`config.mk`:
```
export PLATFORM = sky130hd
export DESIGN_NAME = trackball_decoder
export DESIGN_NICKNAME = d
export VERILOG_FILES = /design/src/rtl/trackball_pkg.sv /design/src/rtl/trackball_axis.sv /design/src/rtl/trackball_decoder.sv
export SDC_FILE = /design/constraint.sdc
export NUM_CORES = 1
export LEC_CHECK = 0
export BUFFER_PORTS_ARGS = -buffer_cell sky130_fd_sc_hd__buf_2
export CORE_ASPECT_RATIO = 1.4
export CORE_MARGIN = 10
export CORE_UTILIZATION = 55
export DETAILED_ROUTE_END_ITERATION = 7
export MAX_ROUTING_LAYER = met4
export PLACE_DENSITY = 0.8
export SYNTH_ARGS = -nofsm -noshare
export SYNTH_HDL_FRONTEND = slang
export SYNTH_SLANG_ARGS = --single-unit
export TNS_END_PERCENT = 20
```
`constraint.sdc`:
```
create_clock -name clk -period 3.6 [get_ports clk]
set_input_delay 0.72 -clock clk [delete_from_list [all_inputs] [get_ports clk]]
set_output_delay 0.72 -clock clk [all_outputs]
set_load 0.05 [all_outputs]
```
`src/rtl/trackball_pkg.sv`:
```
// ----------------------------------------------------------------------------
// trackball_pkg
// Shared definitions for the trackball receiver: direction encoding, the
// default counter width and the layout of the CPU read byte.
// ----------------------------------------------------------------------------
package trackball_pkg;

    // Direction encoding: a 1 on a dir line means the axis moves negative.
    localparam logic DIR_POS = 1'b0;
    localparam logic DIR_NEG = 1'b1;

    localparam int DEFAULT_COUNT_WIDTH = 4;

    // CPU read byte: {dir, zero padding, count}.
    localparam int RD_WIDTH     = 8;
    localparam int RD_DIR_BIT   = 7;
    localparam int RD_COUNT_LSB = 0;

    typedef enum logic {
        AXIS_H = 1'b0,
        AXIS_V = 1'b1
    } axis_sel_t;

endpackage

```
`src/rtl/trackball_axis.sv`:
```
// ----------------------------------------------------------------------------
// trackball_axis
// One axis of the trackball receiver: synchronizes the asynchronous step
// toggle and direction lines, filters glitches on the toggle line, keeps the
// wrapping position counter with its last direction, and an activity timer.
//
// Ports:
//   clk, reset  system clock, asynchronous active-high reset
//   invert      flips the effective direction (cocktail flip)
//   pulse       step toggle, asynchronous to clk
//   dir         direction, 1 = decrement, asynchronous to clk
//   count       live position counter
//   last_dir    effective direction of the most recent step
//   step        one-cycle pulse per accepted toggle
//   active      a step was accepted within the last IDLE_CYCLES cycles
// ----------------------------------------------------------------------------
module trackball_axis
    import trackball_pkg::*;
#(
    parameter int COUNT_WIDTH   = DEFAULT_COUNT_WIDTH,
    parameter int FILTER_CYCLES = 4,
    parameter int IDLE_CYCLES   = 65535
) (
    input  logic                   clk,
    input  logic                   reset,
    input  logic                   invert,
    input  logic                   pulse,
    input  logic                   dir,
    output logic [COUNT_WIDTH-1:0] count,
    output logic                   last_dir,
    output logic                   step,
    output logic                   active
);

    localparam int                IDLE_W      = $clog2(IDLE_CYCLES + 1);
    localparam logic [IDLE_W-1:0] IDLE_LOAD   = IDLE_W'(IDLE_CYCLES);
    localparam logic [7:0]        FILTER_LAST = 8'(FILTER_CYCLES - 1);

    logic              pulse_meta;
    logic              pulse_sync;
    logic              dir_meta;
    logic              dir_sync;
    logic              level;
    logic [7:0]        filt_cnt;
    logic              accept;
    logic              step_dir;
    logic [IDLE_W-1:0] idle_cnt;

    always_ff @(posedge clk or posedge reset) begin
        if (reset) begin
            pulse_meta <= 1'b0;
            pulse_sync <= 1'b0;
            dir_meta   <= 1'b0;
            dir_sync   <= 1'b0;
        end else begin
            pulse_meta <= pulse;
            pulse_sync <= pulse_meta;
            dir_meta   <= dir;
            dir_sync   <= dir_meta;
        end
    end

    // The edge whose cycle would bring the candidate count up to
    // FILTER_CYCLES is the acceptance edge itself.
    assign accept = (pulse_sync != level) && (filt_cnt == FILTER_LAST);

    // Direction is captured at acceptance so a dir change coincident with
    // the toggle uses the value present when the filter accepts it.
    always_ff @(posedge clk or posedge reset) begin
        if (reset) begin
            level    <= 1'b0;
            filt_cnt <= '0;
            step     <= 1'b0;
            step_dir <= DIR_POS;
        end else begin
            step <= accept;
            if (pulse_sync != level) begin
                if (accept) begin
                    level    <= ~level;
                    filt_cnt <= '0;
                    step_dir <= dir_sync ^ invert;
                end else begin
                    filt_cnt <= filt_cnt + 8'd1;
                end
            end else begin
                filt_cnt <= '0;
            end
        end
    end

    // The counter moves in the step cycle's following edge, so a snapshot
    // taken during the step pulse still sees the pre-step value.
    always_ff @(posedge clk or posedge reset) begin
        if (reset) begin
            count    <= '0;
            last_dir <= DIR_POS;
        end else if (step) begin
            last_dir <= step_dir;
            if (step_dir == DIR_NEG) begin
                count <= count - COUNT_WIDTH'(1);
            end else begin
                count <= count + COUNT_WIDTH'(1);
            end
        end
    end

    always_ff @(posedge clk or posedge reset) begin
        if (reset) begin
            idle_cnt <= '0;
            active   <= 1'b0;
        end else if (accept) begin
            idle_cnt <= IDLE_LOAD;
            active   <= 1'b1;
        end else if (idle_cnt != '0) begin
            idle_cnt <= idle_cnt - IDLE_W'(1);
            if (idle_cnt == IDLE_W'(1)) begin
                active <= 1'b0;
            end
        end
    end

endmodule

```
`src/rtl/trackball_decoder.sv`:
```
// ----------------------------------------------------------------------------
// trackball_decoder
// Receiving end of the trackball interface. Two axis decoders turn the
// h/v toggle streams into position counters; a snapshot strobe copies both
// into read latches that the CPU reads one axis at a time.
//
// Ports:
//   clk, reset              system clock, asynchronous active-high reset
//   flip                    cocktail flip, inverts both axis directions
//   h_clk_in, h_dir_in      horizontal step toggle and direction (1 = dec)
//   v_clk_in, v_dir_in      vertical step toggle and direction (1 = dec)
//   snap                    copy live counters and directions into latches
//   rd_sel                  0 = horizontal, 1 = vertical
//   rd_data                 {dir, zero padding, count} of the selected latch
//   h_active, v_active      axis saw a step within the last IDLE_CYCLES
// ----------------------------------------------------------------------------
module trackball_decoder
    import trackball_pkg::*;
#(
    parameter int COUNT_WIDTH   = DEFAULT_COUNT_WIDTH,
    parameter int FILTER_CYCLES = 4,
    parameter int IDLE_CYCLES   = 65535
) (
    input  logic                clk,
    input  logic                reset,
    input  logic                flip,
    input  logic                h_clk_in,
    input  logic                h_dir_in,
    input  logic                v_clk_in,
    input  logic                v_dir_in,
    input  logic                snap,
    input  logic                rd_sel,
    output logic [RD_WIDTH-1:0] rd_data,
    output logic                h_active,
    output logic                v_active
);

    logic [COUNT_WIDTH-1:0] h_count;
    logic [COUNT_WIDTH-1:0] v_count;
    logic                   h_last_dir;
    logic                   v_last_dir;
    logic                   h_step;
    logic                   v_step;
    logic [COUNT_WIDTH-1:0] h_lat_count;
    logic [COUNT_WIDTH-1:0] v_lat_count;
    logic                   h_lat_dir;
    logic                   v_lat_dir;

    // Step pulses are not needed at this level; the axes act on them.
    logic unused_steps;
    assign unused_steps = h_step ^ v_step;

    trackball_axis #(
        .COUNT_WIDTH  (COUNT_WIDTH),
        .FILTER_CYCLES(FILTER_CYCLES),
        .IDLE_CYCLES  (IDLE_CYCLES)
    ) u_h (
        .clk     (clk),
        .reset   (reset),
        .invert  (flip),
        .pulse   (h_clk_in),
        .dir     (h_dir_in),
        .count   (h_count),
        .last_dir(h_last_dir),
        .step    (h_step),
        .active  (h_active)
    );

    trackball_axis #(
        .COUNT_WIDTH  (COUNT_WIDTH),
        .FILTER_CYCLES(FILTER_CYCLES),
        .IDLE_CYCLES  (IDLE_CYCLES)
    ) u_v (
        .clk     (clk),
        .reset   (reset),
        .invert  (flip),
        .pulse   (v_clk_in),
        .dir     (v_dir_in),
        .count   (v_count),
        .last_dir(v_last_dir),
        .step    (v_step),
        .active  (v_active)
    );

    always_ff @(posedge clk or posedge reset) begin
        if (reset) begin
            h_lat_count <= '0;
            v_lat_count <= '0;
            h_lat_dir   <= DIR_POS;
            v_lat_dir   <= DIR_POS;
        end else if (snap) begin
            h_lat_count <= h_count;
            v_lat_count <= v_count;
            h_lat_dir   <= h_last_dir;
            v_lat_dir   <= v_last_dir;
        end
    end

    always_comb begin
        rd_data = '0;
        if (rd_sel == AXIS_V) begin
            rd_data[RD_DIR_BIT]                      = v_lat_dir;
            rd_data[RD_COUNT_LSB +: COUNT_WIDTH]     = v_lat_count;
        end else begin
            rd_data[RD_DIR_BIT]                      = h_lat_dir;
            rd_data[RD_COUNT_LSB +: COUNT_WIDTH]     = h_lat_count;
        end
    end

endmodule

```
==> flow_summary.toml <==
[sta]
fin_crit_sh_pct = 62.0
fin_tns_setup_ns = 0
finClkSkew_ns = 0.0124
max_freq_ghz = 0.448
drv_slew = 0
finalHoldViolCount = 0
setup_viol = 0
slew_headroom_pct = 43.7
min_period_ns = 2.23
hold_ws_ns = 0.348
rsz0062_at_grt = "no"
worstMarginPinSlew_ns = 0.843
final.setup.worst_slack_ns = 1.37

[logic_synthesis]
ys.flop_type = "dfrtp_1"
netlist_area_mm2 = 0.00412
synth_edf_count = 0
synth_cell_types = 59
synthCells = 381
ys_ff_latch = 84
async_flop_share_pct = 100
synth.avg_cell_area_um2 = 10.8
yosysSeqAreaShare_pct = 51.0
yosys_warnings = 0

[flow_run]
drv_cap = 0

[die]
fp-row-count = 37
dieArea_mm2 = 0.0114
ios = 19
fp.dieW_um = 93.2
start_util_pct = 56.3
die_y_um = 122
core_mm2 = 0.00731

[cts]
cts_tree = "yes"
clk_pin_slew_ns = 0.09
hold_buffers = 0
cts_num_sinks = 84
htree_num_levels = 3
numCtsBuffers = 9
cts-root-buf = "clkbuf_8"
clk_path_buf_depth = 2
post_cts_buffers = 0
cts_resized = 0
clk_latency_ns = 0.36

[pwr]
power.density_mw_per_mm2 = 768
max-vdd-ir-drop_uv = 425
leakage_nw = 1.87

[final_layout]
antenna_cells = 0
final_common_cell = "dfrtp_1"
syn_to_final_growth_pct = 8.17
layout-drive-gt1-share_pct = 16.9
final_cell_mix = "dfrtp_1, nor2_1, nand2_1"
nets = 419
final_core_util_pct = 60.9
fillers = 641

[detailed_routing]
num_vias = 2885
drtIter0Drc = 151
dr.pass1.iters = 4
drtAntennaViolNets = 0
drt-wirelength-per-cell_um = 14.8
via_per_inst = 5.77
drc = 0
wl_um = 7400

[global_routing]
grt_use_total_pct = 14.3
grt_pass1_vias = 2937
grt_max_degree = 50
antenna_found_initial = 0
grt_pass1_wl_um = 13000
grt_overflow = 0

[placement]
numPortBuffers = 15
place_hpwl_um = 5320
place_congestion = 0.818
place_ws_ns = 1.37

[critical_path]
rr_worst_depth = 5
cp.required_ns = 3.88
endpoint_kind = "flop"
cp-start-kind = "flop"
crit_type = "reg -> reg"
cp_max_fo = 17
crit_arrival_ns = 2.51

[worst_hold_path]
whs_path_depth = 0
hold_path_class = "reg -> reg"

[run_status]
outcome = "finished clean"
## Yosys cell counts, drive strengths merged (5+ instances only)
cell     n  area, um2
nand2   26       97.6
xor2    11       96.3
or4     12       90.1
o21ai   17       85.1
xnor2   13        114
a21oi   10       50.1
o31ai    5       37.5
nand3   15       75.1
ha      10        125
nor2    32        120
nor4     8       90.1
nor3     9       45.0
and3     7       43.8
nand4    6       37.5
and2     5       31.3
inv     18       67.6
dfrtp   84       2100
buf      5       38.8
or3      6       37.5
clkbuf   7       27.5
mux2    19        214
## sequential cells by signal, summed over array words and instances (netlist names), 4 cells and up
| name | cells |
|---|---|
| h_lat_count | 4 |
| u_h.count | 4 |
| u_h.filt_cnt | 8 |
| u_h.idle_cnt | 16 |
| u_v.count | 4 |
| u_v.filt_cnt | 8 |
| u_v.idle_cnt | 16 |
| v_lat_count | 4 |
## where the power goes
part / internal, W / switching [W]
logic: 0.000501 / 0.000646
registers: 0.00128 / 0.000388
clock network: 0.000268 / 0.000337
## kinds of logic (layout without fill, tap and decap cells)
logic type	count (synthesis)	after routing	share of synthesized area [%]
adder cells (fa/ha/maj)	12	12	4.01
XOR/XNOR	24	24	5.10
other	1	3	0.0910
AO/OA/AOI/OAI	60	60	10.0
buffers and inverters	31	51	3.34
multiplexers	22	22	5.92
flip-flops	84	84	51.0
AND/OR/NAND/NOR	147	147	20.5
## routing by layer
layer / global-route usage (%) / part of all wire [%] / vias up
li1: - / - / 1401
met1: 15.1 / 42 / 1424
met2: 24.5 / 52 / 44
met3: 4.09 / 3.6 / 16
met4: 6.09 / 2.2 / 0
met5: - / 0 / -
## per-stage QoR
step	instances	cell area, um2	total power, W
global placement	484	4280	0.00274
global route	500	4460	0.00368
CTS	500	4460	0.00346
finish	500	4460	0.00342
detailed placement	484	4280	0.00284
floorplan	383	4130	0.00254
## worst max-delay path, cell delays in order (launching register included)
cell     delay, ns
dfrtp_1       0.39
ha_1          0.25
or3b_2        0.47
or3_1         0.58
and2_1        0.28
a41oi_2       0.19
## path summary, 6_finish.rpt
path | start | end | slack (ns)
worst max-delay path | u_v.filt_cnt[0]$_DFF_PP0_ | u_v.idle_cnt[11]$_DFFE_PP0P_ | 1.37
worst min-delay path | u_v.dir_meta$_DFF_PP0_ | u_v.dir_sync$_DFF_PP0_ | 0.35
worst max register to register | u_v.filt_cnt[0]$_DFF_PP0_ | u_v.idle_cnt[11]$_DFFE_PP0P_ | 1.37
worst min register to register | u_v.dir_meta$_DFF_PP0_ | u_v.dir_sync$_DFF_PP0_ | 0.35
max in group asynchronous | reset | u_v.idle_cnt[8]$_DFFE_PP0P_ | 2.45
min in group asynchronous | reset | u_h.filt_cnt[4]$_DFF_PP0_ | 0.50
## final cells by class
cell class                      count  area (um2)  share of cell area (%)
Clock buffer                       10         138                    3.09
Clock inverter                      6        40.0                   0.898
Inverter                           19        72.6                    1.63
Multi-Input combinational cell    268        1890                    42.4
Sequential cell                    84        2100                    47.2
Tap cell                           97         121                    2.72
Timing Repair Buffer               16        95.1                    2.13
Note: power is estimated with default switching activity, not from simulation.
